`src/rtl/axi4_slave_write_resp_channel.sv`:
```
// axi4_slave_write_resp_channel: queues AW IDs, turns completed W bursts into B responses
// and presents them through a registered valid/ready output stage.
module axi4_slave_write_resp_channel #(
   parameter int ID_WIDTH    = 4,
   parameter int QUEUE_DEPTH = 4
) (
   input  logic                clk,
   input  logic                rst,
   input  logic                awvalid,
   input  logic                awready,
   input  logic [ID_WIDTH-1:0] awid,
   input  logic                wvalid,
   input  logic                wready,
   input  logic                wlast,
   input  logic [ID_WIDTH-1:0] wid,
   input  logic                count_done,
   input  logic                bready,
   output logic                bvalid,
   output logic [ID_WIDTH-1:0] bid,
   output logic [1:0]          bresp,
   output logic                aw_queue_full,
   output logic                b_queue_full,
   output logic                overflow
);
   localparam int PW = $clog2(QUEUE_DEPTH);
   localparam logic [PW:0] DEPTH = (PW+1)'(QUEUE_DEPTH);
   localparam logic [PW:0] C1 = (PW+1)'(1);
   localparam logic [PW-1:0] P1 = PW'(1);
   localparam logic [1:0] OKAY = 2'b00;
   localparam logic [1:0] SLVERR = 2'b10;
   typedef enum logic {B_IDLE, B_VALID} b_state_t;
   logic [ID_WIDTH-1:0] aw_mem [QUEUE_DEPTH];
   logic [ID_WIDTH+1:0] b_mem [QUEUE_DEPTH];
   logic [PW-1:0] aw_wp, aw_rp, b_wp, b_rp;
   logic [PW:0] aw_cnt, b_cnt;
   b_state_t state, state_nx;
   logic burst, aw_has, aw_pop, aw_push, aw_drop, b_pop, b_push, b_drop, load;
   logic [ID_WIDTH-1:0] head, rsp_id;
   logic [1:0] rsp_code;
   logic [ID_WIDTH+1:0] load_val;
   always_comb begin
      burst    = wvalid && wready && wlast;
      aw_has   = aw_cnt != '0;
      head     = aw_mem[aw_rp];
      aw_pop   = burst && aw_has;
      aw_push  = awvalid && awready && (aw_cnt != DEPTH || aw_pop);
      aw_drop  = awvalid && awready && !aw_push;
      rsp_id   = aw_has ? head : wid;
      rsp_code = (aw_has && count_done && wid == head) ? OKAY : SLVERR;
      b_pop    = state == B_VALID && bready;
      b_push   = burst && (b_cnt != DEPTH || b_pop);
      b_drop   = burst && !b_push;
   end
   // The presented response stays in the queue until its handshake, so the
   // next one to present after a handshake sits one slot behind the head.
   always_comb begin
      state_nx = state;
      load     = 1'b0;
      load_val = b_mem[b_rp];
      if (state == B_IDLE) begin
         if (b_cnt != '0) begin
            state_nx = B_VALID;
            load     = 1'b1;
         end
      end else if (bready) begin
         if (b_cnt > C1) begin
            load     = 1'b1;
            load_val = b_mem[b_rp + P1];
         end else
            state_nx = B_IDLE;
      end
   end
   always_ff @(posedge clk)
      if (rst) state <= B_IDLE;
      else     state <= state_nx;
   always_ff @(posedge clk) begin
      if (aw_push) aw_mem[aw_wp] <= awid;
      if (b_push)  b_mem[b_wp] <= {rsp_id, rsp_code};
   end
   always_ff @(posedge clk) begin
      if (rst) begin
         aw_wp    <= '0;
         aw_rp    <= '0;
         aw_cnt   <= '0;
         b_wp     <= '0;
         b_rp     <= '0;
         b_cnt    <= '0;
         bid      <= '0;
         bresp    <= OKAY;
         overflow <= 1'b0;
      end else begin
         if (aw_push) aw_wp <= aw_wp + P1;
         if (aw_pop)  aw_rp <= aw_rp + P1;
         aw_cnt <= aw_cnt + (aw_push ? C1 : '0) - (aw_pop ? C1 : '0);
         if (b_push) b_wp <= b_wp + P1;
         if (b_pop)  b_rp <= b_rp + P1;
         b_cnt <= b_cnt + (b_push ? C1 : '0) - (b_pop ? C1 : '0);
         if (load) begin
            bid   <= load_val[ID_WIDTH+1:2];
            bresp <= load_val[1:0];
         end
         overflow <= overflow | aw_drop | b_drop;
      end
   end
   assign bvalid        = state == B_VALID;
   assign aw_queue_full = aw_cnt == DEPTH;
   assign b_queue_full  = b_cnt == DEPTH;
endmodule

```
`config.mk`:
```
export PLATFORM = sky130hd
export DESIGN_NAME = axi4_slave_write_resp_channel
export DESIGN_NICKNAME = d
export VERILOG_FILES = /design/src/rtl/axi4_slave_write_resp_channel.sv
export SDC_FILE = /design/constraint.sdc
export NUM_CORES = 1
export LEC_CHECK = 0
export CORE_ASPECT_RATIO = 0.8
export CORE_UTILIZATION = 60
export DETAILED_ROUTE_END_ITERATION = 10
export GPL_TIMING_DRIVEN = 0
export PLACE_DENSITY = 0.93
export SETUP_SLACK_MARGIN = 0.15
export SLEW_MARGIN = 20
export SYNTH_ARGS = -nofsm -noshare
export SYNTH_HDL_FRONTEND = slang
export SYNTH_SLANG_ARGS = --single-unit
export TNS_END_PERCENT = 30
```
`constraint.sdc`:
```
create_clock -name clk -period 6.3 [get_ports clk]
set_input_delay 1.575 -clock clk [delete_from_list [all_inputs] [get_ports clk]]
set_output_delay 1.575 -clock clk [all_outputs]
set_load 0.1 [all_outputs]
```
# Word-level counts from Yosys, hierarchy flattened
# Memory sizes are Yosys's and may differ from the RTL's. A register that Yosys moved wholly into a read port is not among the register bits.
# Index checks and enable logic that the tools add are counted.
# totals
elab_cells,68
rom_bits,0
mem_count,2
ramBits,40
latchBits,0
out_inout_bits,10
input_bits,17
ff_bits,22
# classes
reduce_logical,17
shift,0
n_eq_ne,5
n_mul,0
addsub,8
n_lt_le_gt_ge,1
muxes,23
div,0
bitwise_logic,2
# mem_list
memory,words,width,read_ports,rd_clocked_by_memory_dff,wr,line_no,rtl
b_mem,4,6,2,1,1,33,logic [ID_WIDTH+1:0] b_mem [QUEUE_DEPTH];
aw_mem,4,4,1,1,1,32,logic [ID_WIDTH-1:0] aw_mem [QUEUE_DEPTH];
# op_table
op,n
two-way mux 6 bit,3
two-way mux 1 bit,14
logical AND 1 bit,11
two-way mux 2 bit,5
"adder 2 x 1 -> 2 bit, second input constant",4
adder 3 x 1 -> 3 bit,2
"equality test 3 bit, second input constant",2
"inequality test 3 bit, second input constant",2
nonzero test 3 bit,2
subtractor 3 x 1 -> 3 bit,2
equality test 4 bit,1
two-way mux 4 bit,1
"> comparator 3 x 1 -> 1 bit, second input constant",1
zero test 1 bit,2
logical OR 1 bit,2
OR 1 bit,2

# Logic depth before layout (Yosys ltp)
# logic_depth
ltp_word,9
mapped_depth,9
mapped_depth_nobuf,9

# Least setup slack after synthesis
# OpenSTA, ideal clock, no wires.
# synth_timing
kind,reg2reg
from,register aw_cnt[2]
to,register aw_cnt[2]
path_stages_with_launch,10
arrival_ps,4408
required_ps,6172
n_path_buf,0
setup_slack_ps,1765
synth_period_minus_slack_ps,4535
setup_time_ps,128
path_cell_list,dfxtp_1 -> nor3b_1 -> a21oi_1 -> o21ai_0 -> nand2_1 -> ha_1 -> fa_1 -> xnor2_1 -> xnor2_1 -> nor2_1
# synth_via
elab_chain_cells,7
word_cells_on_any_way,9
cone_classes,add/sub: 2; eq/ne: 1; mux: 2; reduce/logical: 4
# synth_rtl
element,line_no,rtl
"start, declared",35,"logic [PW:0] aw_cnt, b_cnt;"
"start signal, assigned",94,aw_cnt <= aw_cnt + (aw_push ? C1 : '0) - (aw_pop ? C1 : '0);
nonzero test 3 bit,43,aw_has = aw_cnt != '0;
logical AND 1 bit,45,aw_pop = burst && aw_has;
logical OR 1 bit,46,aw_push = awvalid && awready && (aw_cnt != DEPTH || aw_pop);
logical AND 1 bit,46,
two-way mux 1 bit,94,
adder 3 x 1 -> 3 bit,94,
subtractor 3 x 1 -> 3 bit *,94,
# Every way passes the cells marked *; elsewhere a longest branch is shown, timed or not.
# A chain may end at the register's enable or synchronous reset.

# Worst setup path in the final report
# layout_timing
from,register b_cnt[2]
to,output b_queue_full
# layout_via
elab_chain_cells,1
# layout_rtl
element,line_no,rtl
"start, declared",35,
"start signal, assigned",97,b_cnt <= b_cnt + (b_push ? C1 : '0) - (b_pop ? C1 : '0);
equality test 3 bit,107,assign b_queue_full = b_cnt == DEPTH;
"end, declared",22,"output logic b_queue_full,"
# Every way passes these cells.

==> results by group <==
Status
  – Status: finished clean

Setup path
  – CP peak stage delay: 1.24 ns
  – FF-to-FF path depth: 9
  – Setup crit end kind: output pin
  – Worst-path fanout max: 5
  – CP Class: reg2out
  – Worst setup SP type: register
  – Arr. time, crit path: 2.51 ns
  – Slowest cell on crit path: clkdlybuf4s50_1
  – Crit-path cells: nor3b_1 -> clkdlybuf4s50_1
  – CP Data Required Time: 4.72 ns

Pwr
  – Clock power frac: 26.3%
  – Pwr Density: 393 mW/mm^2
  – Worst vdd ir: 0.287 mV
  – P_int: 0.816 mW
  – Sequential power share: 39.7%
  – Leakage: 1.16 nW
  – Switching share of power: 37.0%
  – Total Power: 1.30 mW
  – Combinational power share: 34.0%
  – Net Sw Power: 0.481 mW

Global route
  – Total congestion overflow: 0
  – Global-route wire length before repair: 7090 um
  – Vias in the first global route: 1599
  – Total GRT Usage: 20.1%
  – Initial antenna violation count: 0
  – Largest net degree at the start of global routing: 13

Final layout
  – Layout area overhead: 18.8%
  – Commonest non-fill, non-tap cell in the layout: edfxtp_1
  – Diode count: 0
  – Nets: 271
  – Final non-filler cell area: 0.00330 mm^2
  – Share of cells above drive strength 1: 14.7%
  – Most frequent cells in the layout: 36 x edfxtp_1, 25 x dfxtp_1, 25 x clkdlybuf4s50_1

Yosys
  – Cell area after synthesis: 0.00278 mm^2
  – Number of flops mapped to enable cells by yosys: 36
  – Avg Cell Area, Syn: 13.6 um^2
  – Number of synthesized register bits: 61
  – Yosys cell types: 35
  – Dominant synthesized flop cell: edfxtp_1
  – Gate Count Post-Synth: 204
  – Syn_nets: 235
  – Synth async-reset ratio: 0%
  – Ys Warns: 0
  – Register area share after synthesis: 57.0%

Die
  – Starting Density: 64.4%
  – Core ar.: 0.00431 mm^2
  – Die area: 0.00490 mm^2
  – I/O pins: 27
  – Row count: 21
  – Die H: 62.8 um
  – Die W: 78.0 um

Drt
  – Total iterations of the first detailed-routing run: 4
  – Antenna viol nets, final: 0
  – DRT iter0 DRCs: 32
  – Via density: 5.45
  – Final wirelength: 4220 um
  – DRC violations left: 0
  – WL per Instance: 14.0 um
  – Via count: 1646

Timing
  – Final Hold Fails: 0
  – Hold Slack: 0.499 ns
  – Final setup violation count: 0
  – RSZ-0062 raised after global routing: false
  – Total Negative Setup Slacks: 0 ns
  – Post-route minimum period: 4.09 ns
  – Slew Viols, Final: 0
  – Slew margin rel.: 32.7%
  – Skew final: 0.00676 ns
  – Max frequency: 245 MHz
  – Fin crit share: 64.9%
  – Least-Margin Pin Slew: 1.01 ns
  – Post-route worst setup slack: 2.21 ns

Clock tree
  – Clk sinks: 61
  – Postcts setup bufs: 0
  – Root Driver: clkbuf_8
  – Post-CTS sizing: 0
  – TritonCTS clock tree: built
  – Worst skew pair latency: 0.34 ns
  – Reg clk slew, reported paths: 0.07 ns
  – Post-CTS Hold Fix Bufs: 0
  – Max clock buf depth: 2
  – H-tree depth: 3
  – Total CTS buffers: 9

Placement
  – Final Wtd Congestion: 0.763
  – I/O Buffers: 25
  – HPWL after DPL: 3140 um
  – Post-place instance area: 0.00310 mm^2
  – Dpl ws: 2.38 ns

Min path
  – Hold Path Class: reg2reg
  – Hold depth: 2

Flow run
  – Max Cap Viol: 0
-- worst max-delay path: cells and delay by family, from the launching register on --
family,cells,cell delay [ns]
DFF,1,0.41
and+or+nand+nor,1,0.52
buffers and inverters,1,1.24
-- sequential cells by signal (all words and copies together) (netlist names), 2 cells and up, named ones only --
signal	cells
b_mem	20
aw_mem	16
bid	4
aw_cnt	3
b_cnt	3
aw_rp	2
aw_wp	2
b_rp	2
b_wp	2
-- final cells by class --
type | instances | area [um^2]
Tap cell | 57 | 71.3
Clock buffer | 9 | 124
Fill cell | 293 | 1010
Timing Repair Buffer | 25 | 250
Clock inverter | 7 | 76.3
Sequential cell | 61 | 1580
Multi-Input combinational cell | 128 | 1130
Inverter | 8 | 30.0
Buffer | 7 | 31.3
-- metrics by stage --
step	utilization [%]	std cells
2_1_floorplan	-	204
6_report	76.5	302
3_3_place_gp	71.9	286
4_1_cts	76.5	302
5_1_grt	76.5	302
3_5_place_dp	71.9	286
-- metal layers --
layer  routed length (um)  up-vias  global-route usage [%]
met4                   73        0                    9.49
met2                 2120       36                    34.3
li1                     -      808                       -
met3                  194       10                    7.88
met5                    0        -                       0
met1                 1830      792                    22.0
-- synth_stat cells (2+ instances only) --
cell type   n  area [um^2]
mux2i_1     7         70.1
xnor2_1     7         61.3
inv_1       8         30.0
nor2_1     22         82.6
a211oi_1    5         37.5
fa_1        2         40.0
nor3_1      4         20.0
a21oi_1     3         15.0
xor2_1      6         52.6
nand4_1     2         12.5
edfxtp_1   36         1080
nand3_1     3         15.0
nor2b_1     3         18.8
nand2_1    16         60.1
nor3b_1     2         15.0
dfxtp_1    25          500
clkbuf_1    4         15.0
mux4_2     14          315
and2_1      8         50.1
ha_1       12          150
-- power groups by stage --
stage	clock, mW	sequential, mW	combinational (mW)
2_1_floorplan	0	0.618	0.256
3_3_place_gp	0	0.521	0.430
3_5_place_dp	0	0.524	0.441
4_1_cts	0.349	0.515	0.444
5_1_grt	0.365	0.521	0.483
6_report	0.341	0.515	0.441
-- logic make-up (layout without fill, tap and decap cells) --
| logic type | count (synthesis) | in the layout | synth area share (%) |
|---|---|---|---|
| xor+xnor | 13 | 13 | 4.10 |
| other cells | 1 | 1 | 0.135 |
| simple gates | 66 | 66 | 12.0 |
| mux | 21 | 21 | 13.9 |
| buf+inv | 15 | 56 | 2.21 |
| fa+ha+maj | 14 | 14 | 6.85 |
| compound gates | 13 | 13 | 3.83 |
| flops | 61 | 61 | 57.0 |
-- final timing paths --
kind / startpoint / endpoint / slack, ns
min: bresp[1]$_SDFFE_PP0P_ / bresp[1]$_SDFFE_PP0P_ / 0.50
min reg2reg: bresp[1]$_SDFFE_PP0P_ / bresp[1]$_SDFFE_PP0P_ / 0.50
max: b_cnt[2]$_SDFF_PP0_ / b_queue_full / 2.21
max reg2reg: aw_cnt[1]$_SDFF_PP0_ / aw_cnt[2]$_SDFF_PP0_ / 3.90
No activity file was read; power rests on OpenSTA's default activity.
